==> config.mk <==
export PLATFORM = sky130hd
export DESIGN_NAME = mem_req_arbiter
export DESIGN_NICKNAME = d
export VERILOG_FILES = /design/src/rtl/mem_arb_pkg.sv /design/src/rtl/mem_rr_pick.sv /design/src/rtl/mem_req_arbiter.sv
export SDC_FILE = /design/constraint.sdc
export NUM_CORES = 2
export LEC_CHECK = 0
export CAP_MARGIN = 20
export CORE_AREA = 2 2 746 748
export CTS_BUF_LIST = sky130_fd_sc_hd__clkbuf_16
export CTS_CLUSTER_DIAMETER = 50
export DETAILED_ROUTE_END_ITERATION = 10
export DIE_AREA = 0 0 748 750
export HOLD_SLACK_MARGIN = 0.02
export MAX_ROUTING_LAYER = met4
export SYNTH_ARGS = -nofsm -noshare
export SYNTH_HDL_FRONTEND = slang
export SYNTH_SLANG_ARGS = --single-unit
==> constraint.sdc <==
create_clock -name clk -period 19.6 [get_ports clk]
set_clock_uncertainty 0.2 [all_clocks]
set_input_delay 3.92 -clock clk [delete_from_list [all_inputs] [get_ports clk]]
set_output_delay 3.92 -clock clk [all_outputs]
set_load 0.05 [all_outputs]
==> src/rtl/mem_arb_pkg.sv <==
// mem_arb_pkg: arbiter FSM state type and default sizing shared by the arbiter files.
package mem_arb_pkg;
    typedef enum logic [1:0] {IDLE, BUSY, DONE} arb_state_t;
    localparam int N_REQ_DEF      = 4;
    localparam int DATA_WIDTH_DEF = 256;
    localparam int ADDR_WIDTH_DEF = 16;
    localparam int TIMEOUT_DEF    = 64;
endpackage

==> src/rtl/mem_rr_pick.sv <==
// mem_rr_pick: combinational round-robin picker, first set request after ptr (wrapping).
module mem_rr_pick
    import mem_arb_pkg::*;
#(
    parameter int N_REQ = N_REQ_DEF,
    parameter int IDX_W = $clog2(N_REQ)
)(
    input  logic [N_REQ-1:0] req,
    input  logic [IDX_W-1:0] ptr,
    output logic             found,
    output logic [IDX_W-1:0] idx
);
    logic [N_REQ-1:0] rot;
    // rot[j] is the request of requester (ptr+1+j) mod N_REQ
    always_comb begin
        rot   = N_REQ'({req, req} >> (int'(ptr) + 1));
        found = |rot;
        idx   = '0;
        for (int j = N_REQ - 1; j >= 0; j--)
            if (rot[j]) idx = IDX_W'((int'(ptr) + 1 + j) % N_REQ);
    end
endmodule

==> src/rtl/mem_req_arbiter.sv <==
// mem_req_arbiter: round-robin share of one req/ack memory slave among N_REQ masters.
// Optional ack watchdog enabled by defining MEM_ARB_TIMEOUT_EN.
module mem_req_arbiter
    import mem_arb_pkg::*;
#(
    parameter int N_REQ          = N_REQ_DEF,
    parameter int DATA_WIDTH     = DATA_WIDTH_DEF,
    parameter int ADDR_WIDTH     = ADDR_WIDTH_DEF,
    parameter int TIMEOUT_CYCLES = TIMEOUT_DEF,
    localparam int IDX_W         = $clog2(N_REQ)
)(
    input  logic                        clk,
    input  logic                        reset,
    input  logic [N_REQ-1:0]            m_req,
    input  logic [N_REQ-1:0]            m_w_en,
    input  logic [N_REQ*ADDR_WIDTH-1:0] m_addr,
    input  logic [N_REQ*DATA_WIDTH-1:0] m_wdata,
    output logic [N_REQ-1:0]            m_ack,
    output logic [DATA_WIDTH-1:0]       m_rdata,
    output logic                        m_err,
    output logic                        s_req,
    output logic                        s_w_en,
    output logic [ADDR_WIDTH-1:0]       s_addr,
    output logic [DATA_WIDTH-1:0]       s_wdata,
    input  logic                        s_ack,
    input  logic [DATA_WIDTH-1:0]       s_rdata,
    output logic                        grant_valid,
    output logic [IDX_W-1:0]            grant_id
);
    if (N_REQ < 2 || N_REQ > 16 || TIMEOUT_CYCLES < 2) begin : g_bad_cfg
        $error("mem_req_arbiter: N_REQ must be 2..16 and TIMEOUT_CYCLES at least 2");
    end

    arb_state_t       state;
    logic [IDX_W-1:0] ptr;
    logic [IDX_W-1:0] win;
    logic             found;

    mem_rr_pick #(.N_REQ(N_REQ), .IDX_W(IDX_W)) u_pick (
        .req  (m_req),
        .ptr  (ptr),
        .found(found),
        .idx  (win)
    );

`ifdef MEM_ARB_TIMEOUT_EN
    logic [15:0] cnt;
    logic        expire;
    assign expire = cnt == 16'(TIMEOUT_CYCLES - 1);
`else
    assign m_err = 1'b0;
`endif

    always_ff @(posedge clk or posedge reset) begin
        if (reset) begin
            state       <= IDLE;
            ptr         <= IDX_W'(N_REQ - 1);
            s_req       <= 1'b0;
            s_w_en      <= 1'b0;
            s_addr      <= '0;
            s_wdata     <= '0;
            m_ack       <= '0;
            m_rdata     <= '0;
            grant_valid <= 1'b0;
            grant_id    <= '0;
`ifdef MEM_ARB_TIMEOUT_EN
            m_err       <= 1'b0;
            cnt         <= '0;
`endif
        end else begin
            case (state)
                IDLE: if (found) begin
                    s_w_en      <= m_w_en[win];
                    s_addr      <= m_addr[win*ADDR_WIDTH +: ADDR_WIDTH];
                    s_wdata     <= m_wdata[win*DATA_WIDTH +: DATA_WIDTH];
                    s_req       <= 1'b1;
                    grant_valid <= 1'b1;
                    grant_id    <= win;
                    ptr         <= win;
                    state       <= BUSY;
`ifdef MEM_ARB_TIMEOUT_EN
                    cnt         <= '0;
`endif
                end
                BUSY: if (s_ack) begin
                    m_rdata     <= s_rdata;
                    s_req       <= 1'b0;
                    grant_valid <= 1'b0;
                    m_ack       <= N_REQ'(1) << grant_id;
                    state       <= DONE;
                end
`ifdef MEM_ARB_TIMEOUT_EN
                else if (expire) begin
                    m_rdata     <= '0;
                    s_req       <= 1'b0;
                    grant_valid <= 1'b0;
                    m_ack       <= N_REQ'(1) << grant_id;
                    m_err       <= 1'b1;
                    state       <= DONE;
                end else begin
                    cnt         <= cnt + 16'd1;
                end
`endif
                default: begin
                    m_ack <= '0;
`ifdef MEM_ARB_TIMEOUT_EN
                    m_err <= 1'b0;
`endif
                    state <= IDLE;
                end
            endcase
        end
    end
endmodule

==> out/results.tsv <==
stage	metric	value	unit
outcome	status	completed	
pwr	leakage	23.6	nW
flow_run	max_cap_viol_count	0	
cells_and_area	layout-drive-gt1-share	7.82	%
grt	grt_max_degree	139	
worst_setup_path	cp_max_fo	110	
timing	fin_crit	8.01	ns
logic_synthesis	yosysUniqueCellTypes	32	
logic_synthesis	yosys-top-cells-area	dfrtp_1, mux2i_1, nand2_1	
timing	rsz0062_at_grt	no	
clocking	clockBufferDepth	4	
route	wl_met2	176000	um
route	vias	33042	
hold_path	hold_path_class	reg2reg	
die	die_width	748	um
grt	grt_first_pass_wirelength	502000	um
cells_and_area	nFillCells	63713	
logic_synthesis	synth_fp_nets	4013	
logic_synthesis	netlist.area_leader.share	49.1	%
logic_synthesis	synth_area	27400	um2
timing	tns	0	ns
logic_synthesis	ys_warn_count	0	
clocking	cts_tree	built	
clocking	postCtsHoldBufs	0	
clocking	htreeDepth	4	
route	wl_met1	150000	um
clocking	cts_root_buffer	clkbuf_16	
grt	gr-total-overflow	0	
route	viasPerCell	2.70	
clocking	clock_sinks	540	
cells_and_area	mostFrequentLayoutCell	clkdlybuf4s50_1	
worst_setup_path	criticalPathCategory	in2reg	
placed_design	io_buffers	1891	
worst_setup_path	cp.arrival	8.48	ns
timing	finalHoldViolations	0	
worst_setup_path	start_kind	input port	
grt	grt_pass1_vias	32617	
worst_setup_path	reg2reg_depth	8	
route	wl_per_cell	35.1	um
cells_and_area	regArea	13500	um2
route	wl_met3	82500	um
logic_synthesis	synth_seq_cells	540	
worst_setup_path	required	20.07	ns
cells_and_area	layout_common_cells	clkdlybuf4s50_1, nand2_1, dfrtp_1	
logic_synthesis	synthCells	2658	
cells_and_area	nNetsFinal	5906	
route	top_layer	met4	
grt	antenna_found_initial	494	
logic_synthesis	syn_area_per_cell	10.3	um2
logic_synthesis	synth_ff_type	dfrtp_1	
hold_path	hp-start	m_rdata[65]	
worst_setup_path	end_kind	flip-flop	
hold_path	hold_path_end	m_rdata[65]	
die	ios	1893	
cells_and_area	fin_area	59700	um2
pwr	peakVddDrop	0.0814	mV
cells_and_area	area_growth	118	%
timing	fin_crit_sh	40.9	%
hold_path	hold_depth	2	
clocking	cts_setup_buffers	0	
route	dr.pass1.iters	7	
timing	slew_violations	0	
timing	relSlewSlack	15.9	%
die	rows	274	
timing	max_freq	0.125	GHz
clocking	postCtsResizedCells	0	
logic_synthesis	synth-edff-count	0	
logic_synthesis	synthArstFlopShare	100	%
die	die_area	561000	um2
placed_design	postPlaceCellArea	54200	um2
die	core	554000	um2
die	start_util	4.95	%
clocking	clk_pin_slew	0.06	ns
logic_synthesis	seq_area_frac_synth	49.3	%
timing	setup_viol	0	
route	drc	0	
worst_setup_path	r2r-start	ptr[1]	
grt	track_usage	15.1	%
logic_synthesis	yosysTopAreaCell	dfrtp_1	
clocking	clock_latency	0.85	ns
cells_and_area	multi_input_area	12100	um2
worst_setup_path	rr_endpoint	s_wdata[1]	
timing	worst_slew_pin_slew	1.26	ns
die	die_y	750	um
worst_setup_path	ff2ff_setup_slack	14.69	ns
clocking	cts_buffers	143	
placed_design	routabilityCongestion	0.985	
pwr	p_per_area	165	nW/um2
route	wirelength	430000	um
route	detail-route-antenna-nets	0	
placed_design	hpwl	382000	um
route	drtIter0Drc	2695	
==> sequential cells by signal (all words and copies together), names as in the netlist <==
name	count
grant_id	2
grant_valid	1
m_ack	4
m_rdata	256
ptr	2
s_addr	16
s_w_en	1
s_wdata	256
state	2
==> cell type report <==
cell class | instances | share of cell area, %
clock buffer | 148 | 6.20
timing repair buffer | 1960 | 32.7
tap | 7314 | 15.3
antenna | 266 | 1.11
sequential | 540 | 22.6
multi-input combinational | 1903 | 20.2
inverter | 3 | 0.0440
clock inverter | 111 | 1.78
==> worst max path at each step <==
stage	from	slack, ns	endpoint
2_1_floorplan	reset	0.39	grant_id[0]
3_3_place_gp	m_req[0]	10.55	s_wdata[1]
3_5_place_dp	m_req[0]	10.61	s_wdata[1]
4_1_cts	m_req[0]	11.54	s_wdata[1]
5_1_grt	m_req[0]	11.39	s_wdata[1]
6_report	m_req[0]	11.59	s_wdata[1]
==> cell families after synthesis <==
kind of cell	after synthesis	share of synthesized area [%]
compound gates	285	9.03
simple gates	1070	14.8
flops	540	49.3
buf+inv	215	6.84
mux	547	20.0
other cells	1	0.0137
==> Yosys cell counts, drive strengths merged, types with 3 or more instances <==
cell,n
dfrtp,538
inv,3
o221ai,273
mux2i,547
a21oi,9
nor2,6
clkbuf,88
nand2,1052
buf,122
==> power breakdown <==
part	switching, mW	total, mW	internal (mW)
clock network	0.913	2.48	1.56
logic	3.86	5.44	1.58
registers	0.383	1.97	1.59
==> stage by stage <==
stage / utilization, % / power (mW) / worst slack [ns] / std cells / hold slack (ns)
4_1_cts: 10.6 / 10.0 / 11.54 / 11974 / 0.274
3_3_place_gp: 9.76 / 7.46 / 10.55 / 11707 / 0.258
6_report: 10.8 / 9.88 / 11.59 / 12245 / 0.270
5_1_grt: 10.8 / 10.3 / 11.39 / 12225 / 0.291
3_5_place_dp: 9.78 / 7.48 / 10.61 / 11715 / 0.261
2_1_floorplan: - / 4.78 / 0.390 / 2658 / 0.301
==> worst max-delay path, stage by stage <==
cell	delay [ns]
clkdlybuf4s50_1	0.61
nand2_1	0.12
a21oi_2	0.16
o221a_4	0.61
buf_4	0.64
buf_12	0.61
buf_12	0.69
mux2i_1	0.50
buf_4	0.21
o221ai_1	0.10
==> routing by layer <==
metal / vias to the layer above / track usage (%)
li1: 13590 / -
met3: 768 / 12.4
met2: 2543 / 21.6
met4: 0 / 5.73
met1: 16141 / 15.1
met5: - / -
Power figures use the tool's default switching activity.
